==> src/rtl/exception_trap_sequencer.sv <==
// Picks the oldest reported exception, latches cause/epc/tval, then sequences
// flush -> redirect -> trap residency -> return, locking up on a nested fault.
module exception_trap_sequencer #(
  parameter int N_STAGES     = 2,
  parameter int XLEN         = 32,
  parameter int CODE_W       = 4,
  parameter int NO_E_CODE    = 0,
  parameter int ECALL_CODE   = 11,
  parameter int FLUSH_CYCLES = 2,
  parameter int VECTORED     = 0,
  parameter int COUNT_W      = 8
) (
  input  logic                       i_clk,
  input  logic                       i_rst_n,
  input  logic [N_STAGES*CODE_W-1:0] i_exc_code,
  input  logic [N_STAGES*XLEN-1:0]   i_exc_pc,
  input  logic [N_STAGES*XLEN-1:0]   i_exc_tval,
  input  logic [XLEN-1:0]            i_trap_base,
  input  logic                       i_mret,
  input  logic                       i_redirect_ready,
  output logic [N_STAGES-1:0]        o_flush,
  output logic                       o_redirect_valid,
  output logic [XLEN-1:0]            o_redirect_pc,
  output logic                       o_trap_permission,
  output logic [CODE_W-1:0]          o_cause,
  output logic [XLEN-1:0]            o_epc,
  output logic [XLEN-1:0]            o_tval,
  output logic [COUNT_W-1:0]         o_exc_count,
  output logic                       o_double_fault
);

  localparam int FC_W = (FLUSH_CYCLES > 1) ? $clog2(FLUSH_CYCLES) : 1;

  typedef enum logic [2:0] {
    ST_IDLE,
    ST_FLUSH,
    ST_REDIRECT,
    ST_IN_TRAP,
    ST_RETURN,
    ST_LOCK
  } state_t;

  state_t state, state_next;

  logic [N_STAGES-1:0] hit;
  logic                any_hit;
  logic [CODE_W-1:0]   win_code;
  logic [XLEN-1:0]     win_pc;
  logic [XLEN-1:0]     win_tval;

  logic [FC_W-1:0]     flush_cnt;
  logic [CODE_W-1:0]   cause;
  logic [XLEN-1:0]     epc;
  logic [XLEN-1:0]     tval;
  logic [COUNT_W-1:0]  exc_count;
  logic                double_fault;
  logic [XLEN-1:0]     redirect_pc;

  logic                capture;
  logic                load_vector;
  logic                load_return;
  logic                set_double_fault;
  logic [XLEN-1:0]     base_aligned;
  logic [XLEN-1:0]     vector_pc;
  logic [XLEN-1:0]     return_pc;

  // Later iterations overwrite earlier ones, so the oldest (highest index) hit wins.
  always_comb begin
    hit      = '0;
    win_code = CODE_W'(NO_E_CODE);
    win_pc   = '0;
    win_tval = '0;
    for (int k = 0; k < N_STAGES; k++) begin
      hit[k] = (i_exc_code[k*CODE_W +: CODE_W] != CODE_W'(NO_E_CODE));
      if (hit[k]) begin
        win_code = i_exc_code[k*CODE_W +: CODE_W];
        win_pc   = i_exc_pc[k*XLEN +: XLEN];
        win_tval = i_exc_tval[k*XLEN +: XLEN];
      end
    end
  end

  assign any_hit = |hit;

  assign base_aligned = i_trap_base & ~XLEN'(3);
  assign vector_pc    = (VECTORED != 0) ? base_aligned + (XLEN'(cause) << 2) : base_aligned;
  assign return_pc    = (cause == CODE_W'(ECALL_CODE)) ? epc + XLEN'(4) : epc;

  always_ff @(posedge i_clk or negedge i_rst_n) begin
    if (!i_rst_n) begin
      state <= ST_IDLE;
    end else begin
      state <= state_next;
    end
  end

  always_comb begin
    state_next       = state;
    capture          = 1'b0;
    load_vector      = 1'b0;
    load_return      = 1'b0;
    set_double_fault = 1'b0;
    case (state)
      ST_IDLE: begin
        if (any_hit) begin
          capture    = 1'b1;
          state_next = ST_FLUSH;
        end
      end
      ST_FLUSH: begin
        if (flush_cnt == '0) begin
          load_vector = 1'b1;
          state_next  = ST_REDIRECT;
        end
      end
      ST_REDIRECT: begin
        if (i_redirect_ready) begin
          state_next = ST_IN_TRAP;
        end
      end
      // A fault inside the handler outranks a simultaneous mret.
      ST_IN_TRAP: begin
        if (any_hit) begin
          set_double_fault = 1'b1;
          state_next       = ST_LOCK;
        end else if (i_mret) begin
          load_return = 1'b1;
          state_next  = ST_RETURN;
        end
      end
      ST_RETURN: begin
        if (i_redirect_ready) begin
          state_next = ST_IDLE;
        end
      end
      ST_LOCK: begin
        state_next = ST_LOCK;
      end
      default: begin
        state_next = ST_IDLE;
      end
    endcase
  end

  // The redirect target is registered on entry so it stays stable while fetch stalls.
  always_ff @(posedge i_clk or negedge i_rst_n) begin
    if (!i_rst_n) begin
      flush_cnt    <= '0;
      cause        <= CODE_W'(NO_E_CODE);
      epc          <= '0;
      tval         <= '0;
      exc_count    <= '0;
      double_fault <= 1'b0;
      redirect_pc  <= '0;
    end else begin
      if (capture) begin
        cause     <= win_code;
        epc       <= win_pc;
        tval      <= win_tval;
        flush_cnt <= FC_W'(FLUSH_CYCLES - 1);
        if (exc_count != {COUNT_W{1'b1}}) begin
          exc_count <= exc_count + COUNT_W'(1);
        end
      end else if (state == ST_FLUSH && flush_cnt != '0) begin
        flush_cnt <= flush_cnt - FC_W'(1);
      end
      if (load_vector) begin
        redirect_pc <= vector_pc;
      end else if (load_return) begin
        redirect_pc <= return_pc;
      end
      if (set_double_fault) begin
        double_fault <= 1'b1;
      end
    end
  end

  assign o_flush           = (state == ST_FLUSH || state == ST_LOCK) ? {N_STAGES{1'b1}} : '0;
  assign o_redirect_valid  = (state == ST_REDIRECT || state == ST_RETURN);
  assign o_redirect_pc     = redirect_pc;
  assign o_trap_permission = (state == ST_IN_TRAP || state == ST_RETURN);
  assign o_cause           = cause;
  assign o_epc             = epc;
  assign o_tval            = tval;
  assign o_exc_count       = exc_count;
  assign o_double_fault    = double_fault;

endmodule

==> config.mk <==
export PLATFORM = sky130hd
export DESIGN_NAME = exception_trap_sequencer
export DESIGN_NICKNAME = d
export VERILOG_FILES = /design/src/rtl/exception_trap_sequencer.sv
export SDC_FILE = /design/constraint.sdc
export NUM_CORES = 1
export LEC_CHECK = 0
export CAP_MARGIN = 20
export CORE_ASPECT_RATIO = 1.4
export CORE_MARGIN = 1.5
export CORE_UTILIZATION = 40
export DETAILED_ROUTE_END_ITERATION = 6
export PLACE_DENSITY = 0.76
export SYNTH_ARGS = -nofsm -noshare
export SYNTH_HDL_FRONTEND = slang
export SYNTH_SLANG_ARGS = --single-unit
==> constraint.sdc <==
create_clock -name i_clk -period 2.85 [get_ports i_clk]
set_input_delay 0.57 -clock i_clk [delete_from_list [all_inputs] [get_ports i_clk]]
set_output_delay 0.57 -clock i_clk [all_outputs]
set_load 0.1 [all_outputs]
**Word level (Yosys, flattened, before mapping)**

Index checks and enable logic that the tools add are counted.
Widths: inputs -> output; s select.

- Multiplexer cells: 27
- Reductions and logical operators: 12
- Equal/unequal tests: 12
- $add $sub $neg: 3

Operators with widths:

| operator | count |
|---|---|
| $mux 32 | 7 |
| $add 32x3->32 const B | 1 |
| $mux 3 | 6 |
| $pmux 3 s6 | 1 |
| $mux 1 | 10 |
| $add 8x1->8 const B | 1 |
| $mux 4 | 2 |
| $ne 2x2->1 const B | 4 |
| $ne 8x8->1 const B | 1 |
| $reduce_bool 4->1 | 2 |
| $eq 3x2->1 const B | 2 |
| $eq 3x3->1 const B | 2 |
| $reduce_and 5->1 | 1 |
| $eq 4x4->1 const B | 1 |
| $reduce_bool 2->1 | 2 |
| $eq 3x1->1 const B | 1 |
| $logic_not 3->1 | 1 |
| $logic_or 1x1->1 | 3 |
| $ne 3x3->1 const B | 1 |
| $mux 2 | 1 |
| $reduce_and 2->1 | 1 |
| $reduce_or 2->1 | 1 |
| $logic_and 1x1->1 | 1 |
| $sub 1x1->1 const B | 1 |

- Output and inout bits: 113
- Input port bits: 172
- Bits in registers: 113
- Word-level logic and storage cells: 62

**Depth between registers and ports, before layout**

- Depth after elaboration: 6
- Gate-level depth with buffers: 7
- Depth with buffers taken out: 6

**Least setup slack after synthesis**

OpenSTA, ideal clock, no wires.

- Path type: register -> output
- From: register state[1]
- To: output o_redirect_valid
- Slack: 0.110 ns
- Arrival: 2.170 ns
- Stages on the path, launching flop included: 4
- Data required time: 2.280 ns
- Path buffers: 1
- Cell sequence: dfrtp_1 > clkbuf_1 > nand2b_1 > a21oi_1

- Longest elaborated chain between the ends: 2
- Elaborated cells on any way between the ends: 3
- Classes of those cells: eq/ne (2); reduce/logical (1)

Ends and longest elaborated chain:

| item | RTL line | text |
|---|---|---|
| start, declared | 43 | `state_t state, state_next;` |
| start signal, assigned | 93 | `state <= state_next;` |
| $eq 3x2->1 / $eq 3x3->1 (equally long branches) | 179 | `assign o_redirect_valid = (state == ST_REDIRECT \|\| state == ST_RETURN);` |
| $logic_or 1x1->1 * | 179 |  |
| end, declared | 22 | `output logic o_redirect_valid,` |

Every way passes the cells marked *; elsewhere a longest branch is shown, timed or not.

**Worst setup path after layout**

- From: input i_exc_code[4]
- To: register epc[12], in the netlist o_epc[12]

- Longest elaborated chain between the ends: 4
- Elaborated cells on any way between the ends: 5
- Classes of those cells: mux (3); reduce/logical (2)

Ends and longest elaborated chain:

| item | RTL line | text |
|---|---|---|
| start, declared | 15 | `input logic [N_STAGES*CODE_W-1:0] i_exc_code,` |
| $reduce_bool 4->1 * | 74 | `hit[k] = (i_exc_code[k*CODE_W +: CODE_W] != CODE_W'(NO_E_CODE));` |
| $reduce_or 2->1 | 83 | `assign any_hit = \|hit;` |
| $mux 1 | 105 | `if (any_hit) begin` |
| $mux 1 | 103 | `case (state)` |
| end signal, assigned | 158 | `epc <= win_pc;` |
| end, declared | 53 | `logic [XLEN-1:0] epc;` |

Marks and branches as above.
A chain may end at the register's enable or synchronous reset.

==> summary.txt <==
Outcome
  • Status: completed

Placement
  • Placed cell area: ~8400 sq um
  • Dpl hpwl: 14.5 mm
  • IO buf count: between 200 and 300
  • GPL Wtd Cong: between 0.8 and 0.9
  • Place WS: roughly 0.16 ns
  • Placed insts: between 1000 and 1500

Drt
  • Detailed Route WL: slightly below 20 mm
  • Routed vias: 5956
  • DRC: 0
  • Post-route ant nets: 0
  • Drt wl/cell: between 15 and 20 um
  • Drt initial violations: 230
  • DR pass1 iterations: 5
  • Vias per Instance: approximately 5.4

Synthesis
  • Post-synth top area share: 0.505
  • Commonest cells post-synth: dfrtp_1, a21oi_1, nor2_1
  • Syn nets: around 800
  • Mean post-synth cell area: around 9 sq um
  • Cell taking the most area after synthesis: dfrtp_1
  • Ys async rst share: 1.00
  • Ys Warns: 0
  • Synth Flop Type: dfrtp_1
  • Mapped Area: 5600 sq um
  • Yosys reg bits: between 100 and 150
  • Netlist cell types: 48
  • Synth Instances: 624
  • Dominant cells by area after synthesis: dfrtp_1, a21oi_1, o22ai_1
  • Cell with the most instances after synthesis: dfrtp_1
  • Sequential area share after synthesis: 0.505
  • Number of synthesized flops with an enable pin: 0

Die
  • Core Box Area: about 14000 sq um
  • Num rows: 51
  • Io pins: 285
  • Die area: approximately 15000 sq um
  • Starting Density: 0.406
  • Die Ht: about 140 um
  • Die width: approximately 100 um

STA
  • TNS Setup: 0 ns
  • Final Critical Period: approximately 2.3 ns
  • Worst slew pin tran: between 0.7 and 0.8 ns
  • Final hold viol count: 0
  • Clock Skew: ~0.0093 ns
  • Max Freq: between 0.4 and 0.5 GHz
  • Period utilisation layout: 0.802
  • PnR worst setup slack: 0.565 ns
  • Slew Limit Fails: 0
  • Setup Viol. Count Final: 0
  • RSZ-0062 raised after global routing: false
  • Max_slew headroom: 0.467

Critical path
  • Max FO, Critical Path: 16
  • Critical path type: input pin to flip-flop
  • WP data required: slightly above 3 ns
  • CP startpoint kind: input pin
  • Setup crit end kind: flip-flop
  • Critical Path AT: 2.54 ns

Final layout
  • Ratio of cells with drive above 1 in the final layout: 0.195
  • FF+latch area: between 2000 and 3000 sq um
  • Filler cell count: about 1200
  • Diode count: 0
  • Multi-input logic area: 2590 sq um
  • Nets@finish: 1071
  • Final cell area excluding filler cells: between 8000 and 9000 sq um
  • Layout overhead on the synthesized area: 60.3%
  • Layout Cells excl Fill: 1095

Clock tree
  • Clock buffer depth: 2
  • Clock root buffer master: clkbuf_16
  • Hold buffer count at cts: 0
  • CTS buffer count: 17
  • Clk slew on worst S/H paths: ~0.05 ns
  • PostCTS Resize Cnt: 0
  • Clk_lat worst skew: approximately 0.41 ns
  • Post-CTS Setup Inserts: 0
  • Max H-tree Level: 4
  • CTS sink cnt: between 100 and 150
  • CTS tree: done

Global routing
  • Remaining global-route overflow: 0
  • Initial antenna violation count: 0
  • Pin count of the biggest net entering global routing: 65
  • Vias in the first global route: just under 6000
  • First-pass GRT wire length: approximately 30 mm
  • GRT Total Usage: 0.264

Hold path
  • Min-Delay Path Class: input pin to async pin

Run
  • Maxcap violations: 0
area by class of cell:
cell class | count | area share
sequential | 113 | 0.315
timing repair buffer | 301 | 0.306
multi-input combinational | 460 | 0.289
clock buffer | 21 | 0.0502
tap | 185 | 0.0258
clock inverter | 11 | 0.0127
inverter | 4 | 0.00167
logic make-up after synthesis:
logic type	count (synthesis)	share of synthesized area
XOR/XNOR	27	0.0422
buffers and inverters	51	0.0355
AO/OA/AOI/OAI	213	0.215
flip-flops	113	0.505
adder cells (fa/ha/maj)	2	0.00447
multiplexers	6	0.0109
AND/OR/NAND/NOR	212	0.187
final timing paths:
| path | start | endpoint | slack, ns | cells past startpoint |
|---|---|---|---|---|
| worst min-delay path | i_rst_n | o_tval[0]$_DFFE_PN0P_ | 0.1 | 1 |
| worst min register to register | o_double_fault$_DFFE_PN0P_ | o_double_fault$_DFFE_PN0P_ | 0.47 | 1 |
| worst max-delay path | i_exc_code[4] | o_epc[12]$_DFFE_PN0P_ | 0.56 | 7 |
| max in group asynchronous | i_rst_n | o_tval[27]$_DFFE_PN0P_ | 1.90 | 2 |
| min in group i_clk | o_double_fault$_DFFE_PN0P_ | o_double_fault$_DFFE_PN0P_ | 0.47 | 1 |
| worst max register to register | state[1]$_DFFE_PN0P_ | o_redirect_pc[26]$_DFFE_PN0P_ | 0.63 | 5 |
layer usage:
layer | vias to the layer above | GRT usage | part of all wire
met4 | 0 | 0.105 | 0.026
met3 | 38 | 0.0700 | 0.063
li1 | 2819 | - | -
met5 | - | 0 | 0
met2 | 227 | 0.456 | 0.53
met1 | 2872 | 0.306 | 0.38
worst max-delay path, stage by stage:
cell	delay, ns
clkdlybuf4s50_1	0.47
nor4_4	0.54
nand2_1	0.18
and2_2	0.36
buf_4	0.25
nor2_1	0.11
a21oi_1	0.05
per-stage QoR:
stage           util  hold slack, ns
2_1_floorplan      -           0.274
3_3_place_gp   0.610           0.462
3_5_place_dp   0.610           0.467
4_1_cts        0.651           0.106
5_1_grt        0.651           0.123
6_report       0.651          0.0988
state kept, by name, summed over array words and instances (netlist names):
register / flops
o_redirect_pc: 32
flush_cnt: 1
o_double_fault: 1
o_tval: 32
state: 3
o_exc_count: 8
o_epc: 32
o_cause: 4
cell usage in the layout, fill, tap and decap left out, types with 2 or more instances in the layout:
master	Yosys	routed
clkdlybuf4s50_1	0	168
buf_4	1	128
dfrtp_1	113	113
a21oi_1	94	94
nor2_1	91	91
o22ai_1	68	68
nand2_1	40	39
o21ai_1	28	28
nand3_1	18	18
clkbuf_16	0	17
nand4_1	16	16
xor2_1	14	14
xnor2_1	13	13
and3_1	13	13
o21ai_0	7	7
nor3_1	8	6
clkinv_2	0	6
mux2i_1	5	5
buf_12	0	5
nand2b_1	4	4
inv_1	4	4
or4_1	4	4
a22oi_1	3	3
clkbuf_1	43	3
nor3_2	0	2
nor4_4	1	2
nor4_1	2	2
and4b_1	2	2
or3_1	2	2
a21o_1	2	2
a31o_2	2	2
ha_1	2	2
bufinv_16	0	2
clkinvlp_4	0	2
Power is not shown: default switching activity piles up to over one toggle a cycle in this logic, so the estimate is an artifact.
